===== src/rtl/prbs31_chk_pkg.sv =====
// -----------------------------------------------------------------------------
// prbs31_chk_pkg
//   Shared constants and types for the PRBS31 (x^31 + x^28 + 1) tiles.
//   The generator tile reuses the tap constants, so keep them here rather
//   than inside the checker.
//
//   Contents:
//     LFSR_W      history / LFSR width (31)
//     TAP_HI      history bit holding the sample from 31 accepted bits ago
//     TAP_LO      history bit holding the sample from 28 accepted bits ago
//     CNT_W       error counter width (16)
//     SEED_W      width of the seed-bit counter (counts 0..LFSR_W-1)
//     chk_state_e checker state {SEED, CHECK}
//     prbs31_pred next expected bit from the history register
// -----------------------------------------------------------------------------
package prbs31_chk_pkg;

    localparam int LFSR_W = 31;
    localparam int TAP_HI = 30;
    localparam int TAP_LO = 27;
    localparam int CNT_W  = 16;
    localparam int SEED_W = $clog2(LFSR_W);

    typedef enum logic {
        SEED  = 1'b0,
        CHECK = 1'b1
    } chk_state_e;

    // s[t] = s[t-28] ^ s[t-31]; with h[0] the newest bit, h[27] is 28 bits
    // back and h[30] is 31 bits back.
    function automatic logic prbs31_pred(input logic [LFSR_W-1:0] hist);
        return hist[TAP_HI] ^ hist[TAP_LO];
    endfunction

endpackage : prbs31_chk_pkg


===== src/rtl/prbs31_err_cnt.sv =====
// -----------------------------------------------------------------------------
// prbs31_err_cnt
//   Saturating error counter for the PRBS31 checker.
//   - Increments on inc_i, sticks at all-ones.
//   - clr_i is synchronous and wins over a simultaneous increment.
//   - sat_o is registered together with the count.
//   - byte_o is a combinational byte select of the registered count.
//
//   Ports:
//     clk_i       clock
//     rst_n_i     asynchronous active-low reset
//     clr_i       synchronous clear of count and saturation flag
//     inc_i       count one error this cycle
//     byte_sel_i  0 = low byte on byte_o, 1 = high byte
//     byte_o      selected count byte
//     sat_o       count is at its maximum
// -----------------------------------------------------------------------------
module prbs31_err_cnt
    import prbs31_chk_pkg::*;
(
    input  logic       clk_i,
    input  logic       rst_n_i,
    input  logic       clr_i,
    input  logic       inc_i,
    input  logic       byte_sel_i,
    output logic [7:0] byte_o,
    output logic       sat_o
);

    localparam logic [CNT_W-1:0] CNT_MAX = '1;

    logic [CNT_W-1:0] cnt_q;
    logic [CNT_W-1:0] cnt_d;
    logic             sat_q;
    logic             sat_d;

    always_comb begin
        cnt_d = cnt_q;
        if (clr_i) begin
            cnt_d = '0;
        end else if (inc_i && (cnt_q != CNT_MAX)) begin
            cnt_d = cnt_q + 1'b1;
        end
        sat_d = (cnt_d == CNT_MAX);
    end

    always_ff @(posedge clk_i or negedge rst_n_i) begin
        if (!rst_n_i) begin
            cnt_q <= '0;
            sat_q <= 1'b0;
        end else begin
            cnt_q <= cnt_d;
            sat_q <= sat_d;
        end
    end

    assign byte_o = byte_sel_i ? cnt_q[15:8] : cnt_q[7:0];
    assign sat_o  = sat_q;

endmodule : prbs31_err_cnt


===== config.mk =====
export PLATFORM = sky130hd
export DESIGN_NAME = prbs31_err_cnt
export DESIGN_NICKNAME = d
export VERILOG_FILES = /design/src/rtl/prbs31_chk_pkg.sv /design/src/rtl/prbs31_err_cnt.sv
export SDC_FILE = /design/constraint.sdc
export NUM_CORES = 1
export LEC_CHECK = 0
export CAP_MARGIN = 20
export CORE_UTILIZATION = 59
export CTS_CLUSTER_SIZE = 14
export DETAILED_ROUTE_END_ITERATION = 10
export PLACE_DENSITY = 0.84
export SETUP_SLACK_MARGIN = 0.3
export SLEW_MARGIN = 30
export SYNTH_ARGS = -nofsm -noshare
export SYNTH_HDL_FRONTEND = slang
export SYNTH_SLANG_ARGS = --single-unit

===== constraint.sdc =====
create_clock -name clk_i -period 3.15 [get_ports clk_i]
set_input_delay 0.63 -clock clk_i [delete_from_list [all_inputs] [get_ports clk_i]]
set_output_delay 0.63 -clock clk_i [all_outputs]
set_load 0.005 [all_outputs]

* Word-level counts from Yosys, hierarchy flattened *
Index checks and enable logic that the tools add are counted.

word-level totals
  bits in registers = 17
  input port bits = 5
  output and inout port bits = 9
  logic and storage cells = 9

operators by class
  $add $sub $neg = 1
  equal/unequal tests = 2
  muxes and demuxes = 3
  reduce and logical (&&, ||, !) cells = 1

operator list
  operator                                                         number
  16-bit 2-to-1 mux                                                2
  16-bit by 1-bit adder with 16-bit output, second input constant  1
  16-bit == test, second input constant                            1
  16-bit inequality test, second input constant                    1
  8-bit 2-to-1 mux                                                 1
  1-bit logical AND                                                1

* Depth between registers and ports, before layout *
Gate-level depths: netlist of the first run.

  word-level depth = 5
  depth in mapped cells = 7
  mapped depth without buffers = 7

* Worst setup path before layout of the first run *
No wires, ideal clock.

  path type = register to register
  start point = register cnt_q[0]
  end point = register sat_q, in the netlist sat_o
  library setup time = 68 ps
  arrival = 1960 ps
  required time = 3082 ps
  path slack = 1122 ps
  cell stages (with the launch flop) = 8
  buffers on the path = 0
  clock period less this slack = 2028 ps
  cell sequence = dfrtp_1 ha_1 nand4_4 nor4_4 nor2_2 or3_1 nor4_1 and4b_1

between the ends
  cells in the longest elaborated chain, start to end = 5
  elaborated cells between the ends (all ways) = 6
  classes of those cells = add/sub: 1; eq/ne: 2; mux: 2; reduce/logical: 1

ends and longest elaborated chain
  what                                                                              line                  RTL
  start: declaration                                                                prbs31_err_cnt.sv:32  logic [CNT_W-1:0] cnt_q;
  start signal: assignment                                                          prbs31_err_cnt.sv:52  cnt_q <= cnt_d;
  branches (longest 2 deep; another with 16-bit by 1-bit adder with 16-bit output)  n/a
  16-bit 2-to-1 mux *                                                               prbs31_err_cnt.sv:41  end else if (inc_i && (cnt_q != CNT_MAX)) begin
  16-bit 2-to-1 mux *                                                               prbs31_err_cnt.sv:39  if (clr_i) begin
  16-bit == test *                                                                  prbs31_err_cnt.sv:44  sat_d = (cnt_d == CNT_MAX);
  named net sat_d                                                                   prbs31_err_cnt.sv:35  logic sat_d;
  end signal: assignment                                                            prbs31_err_cnt.sv:53  sat_q <= sat_d;
  end: declaration                                                                  prbs31_err_cnt.sv:34  logic sat_q;

Mark *: on every way through the listed nets, which the timed path passes.

* Worst setup path after layout of the first run *
  start point = input inc_i
  end point = register sat_q, in the netlist sat_o

between the ends
  cells in the longest elaborated chain, start to end = 4

ends and longest elaborated chain
  what                line                  RTL
  start: declaration  prbs31_err_cnt.sv:24  input logic inc_i,
  1-bit logical AND   prbs31_err_cnt.sv:41
  16-bit 2-to-1 mux   prbs31_err_cnt.sv:41
  16-bit 2-to-1 mux   prbs31_err_cnt.sv:39
  16-bit == test      prbs31_err_cnt.sv:44
  named net sat_d     prbs31_err_cnt.sv:35

The timed path passes the listed nets, and every way through them passes these cells.

==> results of run 1 <==
==> Yosys cell counts, types with 3 or more instances <==
master	n
nor2_1	15
nand4_1	7
nand3_1	8
buf_4	3
nor3_1	6
dfrtp_1	17
o21ai_0	3
nand2b_1	3
inv_1	4
a21oi_1	3
nand2_1	7
xor2_1	4
mux2_2	9
==> worst paths after layout <==
path | cells after the start | to | slack [ns]
worst max-delay path | 7 | sat_o | 0.64
worst min-delay path | 2 | cnt_q[11] | 0.67
worst max register to register | 7 | sat_o | 0.80
worst min register to register | 2 | cnt_q[11] | 0.67
max in group asynchronous | 1 | cnt_q[13] | 1.88
min in group asynchronous | 1 | cnt_q[3] | 0.79
==> per-stage QoR <==
stage | utilization | total power (W) | cells | cell area (um2)
3_5_place_dp | 0.722 | 0.000263 | 159 | 1300
6_report | 0.738 | 0.000380 | 163 | 1330
5_1_grt | 0.738 | 0.000393 | 163 | 1330
3_3_place_gp | 0.722 | 0.000263 | 159 | 1300
2_1_floorplan | - | 0.000245 | 127 | 1170
4_1_cts | 0.737 | 0.000379 | 163 | 1330
==> metal layers <==
| layer | track usage | part of all wire | up-vias |
|---|---|---|---|
| met5 | 0 | 0 | - |
| met4 | 0.103 | 0.0014 | 0 |
| met1 | 0.395 | 0.43 | 512 |
| li1 | - | - | 494 |
| met2 | 0.447 | 0.49 | 59 |
| met3 | 0.0588 | 0.081 | 2 |
==> sequential cells by signal, indices dropped and copies added, names as in the netlist <==
name   cells
sat_o      1
cnt_q     16
==> layout make-up <==
class	instances	area [um2]
repair buffers	13	133
flip-flops and latches	17	425
inverters	4	15.0
well taps	25	31.3
fillers	144	472
multi-input cells	100	699
clock buffers	4	26.3
==> power groups by stage <==
stage               combinational, W  sequential (W)  clock (W)
floorplan                  0.0000163        0.000229          0
global placement           0.0000327        0.000230          0
detailed placement         0.0000334        0.000230          0
CTS                        0.0000336        0.000226   0.000120
global route               0.0000362        0.000226   0.000131
finish                     0.0000331        0.000226   0.000121
==> worst register-to-register path, cell delays in order (launching register included) <==
cell and delay (ns):
dfrtp_1 0.48, ha_1 0.34, nand4_4 0.16, nor4_4 0.39
nor2_2 0.07, or3_1 0.37, nor4_1 0.24, and4b_1 0.23
==> cell families after synthesis <==
| group | share of synthesized area |
|---|---|
| simple gates | 0.340 |
| flops | 0.362 |
| compound gates | 0.0969 |
| mux | 0.103 |
| buf+inv | 0.0426 |
| xor+xnor | 0.0447 |
| fa+ha+maj | 0.0106 |
==> repair_timing <==
item / in CTS / in global routing
hold buffers: 0 / 0
setup endpoints to repair: 0 / 8
resized for setup: 0 / 1
setup buffers: 0 / 0
==> results.sh, run 1 <==
export IMPL_power_internal_w=0.000285
export IMPL_p_per_area_nw_per_um2=286
export IMPL_worstSkewPairLatency_ns=0.29
export IMPL_hold_viol_final=0
export IMPL_avgViaCountPerCell=6.55
export IMPL_startpoint="inc_i"
export IMPL_std_cell_rows=15
export IMPL_die_w_um=46.6
export IMPL_cp_required_ns=3.38
export IMPL_htreeDepth=1
export IMPL_overflow=0
export IMPL_setup_violations=0
export IMPL_final_common_cell="dfrtp_1"
export IMPL_swShare=0.250
export IMPL_crit_family="simple AND/OR/NAND/NOR gates"
export IMPL_vias=1067
export IMPL_clock_sinks=17
export IMPL_setup_tns_ns=0
export IMPL_rsz0062_at_grt="false"
export IMPL_diodes=0
export IMPL_ys_ff_latch=17
export IMPL_cp_arrival_ns=2.74
export IMPL_syn_area_um2=1170
export IMPL_peakVddDrop_mv=0.241
export IMPL_antenna_found_initial=0
export IMPL_timing_hold_ws_ns=0.666
export IMPL_fmax_ghz=0.398
export IMPL_combPwrFrac=0.087
export IMPL_worstMarginPinSlew_ns=0.779
export IMPL_slew_headroom=0.479
export IMPL_clkPwrFrac=0.317
export IMPL_hold_start="cnt_q[11]"
export IMPL_slew_violations=0
export IMPL_core_area_um2=1800
export IMPL_yosys_top_cells_area="dfrtp_1 (36%), mux2_2 (8.6%), nor2_1 (4.8%), nand4_1 (3.7%), nand3_1 (3.4%)"
export IMPL_gr_usage_all_layers=0.289
export IMPL_cap_violations=0
export IMPL_r2r_start="cnt_q[1]"
export IMPL_synthDistinctLibCells=43
export IMPL_synth_seq_area_share=0.362
export IMPL_drive_above_1_share=0.167
export IMPL_p_leak_nw=0.575
export IMPL_fin_crit_sh=0.797
export IMPL_critPathCaptureType="flip-flop"
export IMPL_hp_class="flip-flop to flip-flop"
export IMPL_startpoint_type="primary input"
export IMPL_grt_pass1_vias=1000
export IMPL_status="finished, final reports clean"
export IMPL_clock_skew_ns=0.00112
export IMPL_final_antenna_net_count=0
export IMPL_synth_top_cell_by_area="dfrtp_1"
export IMPL_final_cell_mix="dfrtp_1 (17), nor2_1 (15), clkdlybuf4s50_1 (12)"
export IMPL_area_growth_pct=13.2
export IMPL_initial_utilization=0.652
export IMPL_yosysWarnings=0
export IMPL_syn_nets=133
export IMPL_drt_pass1_iterations=4
export IMPL_cts_path_max_buffers=2
export IMPL_seq_power_share=0.595
export IMPL_drc_errors=0
export IMPL_finalWeightedCongestion=0.932
export IMPL_crit_path_top_delay_cell="clkdlybuf4s50_1"
export IMPL_cts_root_buf="clkbuf_4"
export IMPL_drt_total_wl_um=2790
export IMPL_fin_ws_ns=0.638
export IMPL_fin_crit_ns=2.51
export IMPL_synth_top_cell_area_share=0.362
export IMPL_crit_fanout=7
export IMPL_worst_path_buf_inv=1
export IMPL_die_h_um=46.6
export IMPL_ios=14
export IMPL_clk_pin_slew_ns=0.10
export IMPL_grt_max_degree=18
export IMPL_syn_area_per_cell_um2=9.25
export IMPL_cp_cell_sequence="clkdlybuf4s50_1 > nand4_4 > nor4_4 > nor2_2 > or3_1 > nor4_1 > and4b_1"
export IMPL_cts_made_buffers=3
export IMPL_dp_hpwl_um=1990
export IMPL_critPathKind="primary input to flip-flop"
export IMPL_synthCells=127
export IMPL_drt_iter0_markers=60
export IMPL_io_buffers=13
export IMPL_synth_async_reset_ratio=1.00
export IMPL_nets=145
export IMPL_synth_edff_count=0
export IMPL_power_switching_w=0.0000948
export IMPL_grt_pass1_wl_um=4450
export IMPL_synth_ff_type="dfrtp_1"
export IMPL_avgRoutedWirePerCell_um=17.1
export IMPL_die_area_um2=2170
export IMPL_cts_tree="built"
export IMPL_crit_path_max_incr_delay_ns=0.64
export IMPL_place_ws_ns=0.313
No activity file was read; power rests on OpenSTA's default activity.
==> run 2: changes to the inputs <==
Settings changed: CORE_UTILIZATION 59 to 54, PLACE_DENSITY 0.84 to 0.78.
Clock period 3.15 ns to 2.5 ns, I/O delays scaled along.
==> results.sh, run 2 (synthesized netlist as in run 1, its figures left out) <==
export IMPL_dp_cells=168
export IMPL_crit_path_top_delay_cell="clkdlybuf4s50_1"
export IMPL_worstSkewPairLatency_ns=0.29
export IMPL_setup_violations=0
export IMPL_p_per_area_nw_per_um2=348
export IMPL_core_area_um2=2000
export IMPL_holdPathStages=2
export IMPL_clk_pin_slew_ns=0.10
export IMPL_io_buffers=13
export IMPL_grt_max_degree=18
export IMPL_vias=1078
export IMPL_cp_required_ns=2.00
export IMPL_critPathCaptureType="output pin"
export IMPL_clock_skew_ns=0.00177
export IMPL_hold_viol_final=0
export IMPL_min_delay_worst_endpoint="cnt_q[1]"
export IMPL_fin_crit_sh=0.873
export IMPL_grt_pass1_vias=1085
export IMPL_cp_arrival_ns=1.68
export IMPL_rsz0062_at_grt="true"
export IMPL_avgRoutedWirePerCell_um=17.1
export IMPL_fin_crit_ns=2.18
export IMPL_cts_root_buf="clkbuf_4"
export IMPL_std_cell_rows=16
export IMPL_reg2reg_depth=7
export IMPL_drt_total_wl_um=2990
export IMPL_slew_violations=0
export IMPL_finalNonFillerCells=175
export IMPL_drive_above_1_share=0.277
export IMPL_fmax_ghz=0.458
export IMPL_gr_usage_all_layers=0.278
export IMPL_grt_pass1_wl_um=5000
export IMPL_status="finished, final reports clean"
export IMPL_clock_sinks=17
export IMPL_avgViaCountPerCell=6.16
export IMPL_critPathKind="primary input to output pin"
export IMPL_cts_made_buffers=3
export IMPL_overflow=0
export IMPL_worstReg2RegEnd="sat_o"
export IMPL_drc_errors=0
export IMPL_peakVddDrop_mv=0.415
export IMPL_drt_iter0_markers=60
export IMPL_worstMarginPinSlew_ns=0.765
export IMPL_startpoint_type="primary input"
export IMPL_regMostFlops="cnt_q"
export IMPL_worst_path_buf_inv=3
export IMPL_htreeDepth=1
export IMPL_initial_utilization=0.587
export IMPL_setup_tns_ns=0
export IMPL_finalWeightedCongestion=0.987
export IMPL_cts_path_max_buffers=2
export IMPL_diodes=0
export IMPL_hold_buffers=0
export IMPL_hp_class="flip-flop to flip-flop"
export IMPL_largest_reg_flops=16
export IMPL_drt_pass1_iterations=5
export IMPL_ios=14
export IMPL_nFillCells=166
export IMPL_final_common_cell="dfrtp_1"
export IMPL_final_antenna_net_count=0
export IMPL_slew_headroom=0.488
export IMPL_cts_tree="built"
export IMPL_p_leak_nw=0.624
export IMPL_die_w_um=48.6
export IMPL_crit_family="buffers and inverters"
export IMPL_crit_path_max_incr_delay_ns=0.47
export IMPL_hold_start="cnt_q[1]"
export IMPL_r2r_start="cnt_q[0]"
export IMPL_post_route_util=0.697
export IMPL_p_total_w=0.000485
export IMPL_cp_cell_sequence="clkdlybuf4s50_1 > buf_6 > mux2_2 > dlygate4sd2_1"
export IMPL_area_growth_pct=18.7
export IMPL_cap_violations=0
export IMPL_dp_hpwl_um=2090
export IMPL_die_area_um2=2370
export IMPL_finalInstanceArea_um2=1400
export IMPL_die_h_um=48.6
export IMPL_place_area_um2=1360
export IMPL_final_cell_mix="dfrtp_1 (15), nor2_1 (14), mux2_2 (9), buf_4 (9), nand3_1 (8)"
export IMPL_r2r_slack_ns=0.36
export IMPL_antenna_found_initial=0
export IMPL_nets=155
export IMPL_crit_fanout=7
run 2: changes by cell type in the layout (fill, tap and decap cells not counted), moves of 2 or more:
cell,previous run,this run
dfrtp_1,17,15
dfrtp_2,0,2
buf_4,0,9
clkdlybuf4s15_1,0,3
clkdlybuf4s50_1,12,5
clkbuf_2,0,4
run 2: how the worst max path moves through the flow:
stage               start        end  cells past startpoint
2_1_floorplan    cnt_q[0]      sat_o                      7
3_3_place_gp        inc_i      sat_o                      7
3_5_place_dp        inc_i      sat_o                      8
4_1_cts        byte_sel_i  byte_o[6]                      5
5_1_grt          cnt_q[0]      sat_o                      7
6_report       byte_sel_i  byte_o[3]                      4
run 2: layer usage:
layer  routed length (um)  track usage  part of all wire
met1                 1320        0.367              0.44
met2                 1420        0.451              0.47
met3                  198       0.0755             0.066
met4                   57       0.0637             0.019
met5                    0            0                 0
run 2: where the power goes:
| part | internal, W | total [W] | switching [W] |
|---|---|---|---|
| Clock | 0.0000621 | 0.000150 | 0.0000877 |
| Sequential | 0.000279 | 0.000286 | 0.00000696 |
| Combinational | 0.0000244 | 0.0000493 | 0.0000248 |
| Total | 0.000365 | 0.000485 | 0.000120 |
run 2: tightest hold or removal path, stage by stage, from the launching register on:
cell and delay (ns):
dfrtp_2 0.44, mux2i_1 0.09, nor2_1 0.08
run 2: metrics by stage:
| step | hold WS [ns] | setup slack (ns) |
|---|---|---|
| 2_1_floorplan | 0.204 | 0.472 |
| 3_3_place_gp | 0.608 | 0.0846 |
| 3_5_place_dp | 0.636 | 0.0423 |
| 4_1_cts | 0.662 | 0.228 |
| 5_1_grt | 0.681 | 0.235 |
| 6_report | 0.634 | 0.318 |
run 2: what timing repair did:
| action | 4_1_cts | 5_1_grt |
|---|---|---|
| gates resized for setup | 12 | 12 |
| setup buffers | 3 | 0 |
| setup endpoints to repair | 9 | 9 |
run 2: final cells by class:
class                   instances  area, um2  share of cell area
clock buffers                   4       26.3              0.0188
inverters                       4       15.0              0.0108
multi-input cells             100        704               0.505
flip-flops and latches         17        428               0.307
well taps                      27       33.8              0.0242
repair buffers                 23        188               0.135
==> run 3: changes to the inputs <==
Settings changed: CTS_CLUSTER_DIAMETER from default to 100, SETUP_SLACK_MARGIN 0.3 to default.
==> results.sh, run 3 (synthesized netlist as in run 1, its figures left out) <==
export IMPL_p_per_area_nw_per_um2=348
export IMPL_gr_usage_all_layers=0.274
export IMPL_crit_fanout=8
export IMPL_power_internal_w=0.000362
export IMPL_final_antenna_net_count=0
export IMPL_worstSkewPairLatency_ns=0.29
export IMPL_multi_input_area_um2=699
export IMPL_die_w_um=48.6
export IMPL_drt_pass1_iterations=4
export IMPL_cts_path_max_buffers=2
export IMPL_cp_arrival_ns=1.91
export IMPL_critPathCaptureType="output pin"
export IMPL_r2r_slack_ns=0.24
export IMPL_grt_pass1_wl_um=4920
export IMPL_setup_violations=0
export IMPL_drt_iter0_markers=32
export IMPL_cts_root_buf="clkbuf_4"
export IMPL_ctsResizeCount=0
export IMPL_cts_tree="built"
export IMPL_postCtsSetupRepairBufs=0
export IMPL_fin_crit_ns=2.41
export IMPL_grt_max_degree=18
export IMPL_drt_total_wl_um=2920
export IMPL_htreeDepth=1
export IMPL_final_cell_mix="dfrtp_1 (17), nor2_1 (15), clkdlybuf4s50_1 (13)"
export IMPL_status="finished, final reports clean"
export IMPL_grt_pass1_vias=1062
export IMPL_rsz0062_at_grt="false"
export IMPL_finalWeightedCongestion=0.987
export IMPL_regMostFlops="cnt_q"
export IMPL_drive_above_1_share=0.207
export IMPL_cp_required_ns=2.00
export IMPL_die_area_um2=2370
export IMPL_critPathKind="primary input to output pin"
export IMPL_fin_crit_sh=0.963
export IMPL_cts_made_buffers=3
export IMPL_io_buffers=13
export IMPL_r2r_start="cnt_q[1]"
export IMPL_hold_viol_final=0
export IMPL_power_switching_w=0.000119
export IMPL_std_cell_rows=16
export IMPL_ios=14
export IMPL_cap_violations=0
export IMPL_clkPwrFrac=0.313
export IMPL_setup_tns_ns=0
export IMPL_hp_class="primary input to async pin"
export IMPL_startpoint_type="primary input"
export IMPL_nFillCells=165
export IMPL_diodes=0
export IMPL_overflow=0
export IMPL_dp_hpwl_um=2090
export IMPL_area_growth_pct=17.7
export IMPL_final_common_cell="dfrtp_1"
export IMPL_seq_area_um2=425
export IMPL_post_route_util=0.691
export IMPL_slew_violations=0
export IMPL_nets=152
export IMPL_combPwrFrac=0.095
export IMPL_antenna_found_initial=0
export IMPL_worstMarginPinSlew_ns=0.771
export IMPL_avgRoutedWirePerCell_um=17.0
export IMPL_core_area_um2=2000
export IMPL_seq_power_share=0.592
export IMPL_clk_pin_slew_ns=0.10
export IMPL_fmax_ghz=0.415
export IMPL_largest_reg_flops=16
export IMPL_clock_skew_ns=0.00170
export IMPL_reg2reg_depth=7
export IMPL_peakVddDrop_mv=0.417
export IMPL_worstReg2RegEnd="sat_o"
export IMPL_avgViaCountPerCell=6.21
export IMPL_slew_headroom=0.484
export IMPL_p_total_w=0.000481
export IMPL_hold_buffers=0
export IMPL_drc_errors=0
export IMPL_swShare=0.247
export IMPL_initial_utilization=0.587
export IMPL_p_leak_nw=0.601
export IMPL_die_h_um=48.6
export IMPL_vias=1068
export IMPL_clock_sinks=17
run 3: power groups by stage:
stage                     clock, W  sequential, W  combinational (W)
after floorplan                  0       0.000288          0.0000206
after CTS                 0.000155       0.000285          0.0000458
after detailed placement         0       0.000290          0.0000457
after global routing      0.000169       0.000286          0.0000499
after global placement           0       0.000290          0.0000452
final                     0.000151       0.000285          0.0000456
run 3: cell type report:
type	instances	area share
clock buffers	4	0.0190
inverters	4	0.0109
multi-input cells	100	0.506
flip-flops and latches	17	0.308
well taps	27	0.0244
repair buffers	20	0.132
run 3: per-layer routing:
layer,vias to the layer above,track usage,wire (um)
li1,500,-,-
met1,508,0.373,1310
met2,52,0.433,1380
met3,8,0.0755,195
met4,0,0.0588,40
met5,-,0,0
run 3: how the worst max path moves through the flow:
stage / startpoint / endpoint / slack, ns / depth (start not counted)
global placement: inc_i / sat_o / 0.08 / 7
global route: byte_sel_i / byte_o[2] / 0.05 / 4
finish: byte_sel_i / byte_o[6] / 0.09 / 4
detailed placement: inc_i / sat_o / 0.04 / 8
floorplan: cnt_q[0] / sat_o / 0.47 / 7
CTS: byte_sel_i / byte_o[6] / 0.09 / 4
run 3: worst max-delay path, cell delays in order:
cell	delay [ns]
clkdlybuf4s50_1	0.45
buf_4	0.17
mux2_2	0.35
clkdlybuf4s50_1	0.44
run 3: metrics by stage:
stage | std cells | instance area (um2) | hold WS [ns] | worst slack [ns]
after global placement | 168 | 1360 | 0.608 | 0.0846
after CTS | 172 | 1380 | 0.662 | 0.0942
after global routing | 172 | 1380 | 0.690 | 0.0513
after detailed placement | 168 | 1360 | 0.636 | 0.0423
after floorplan | 127 | 1170 | 0.204 | 0.472
final | 172 | 1380 | 0.645 | 0.0914
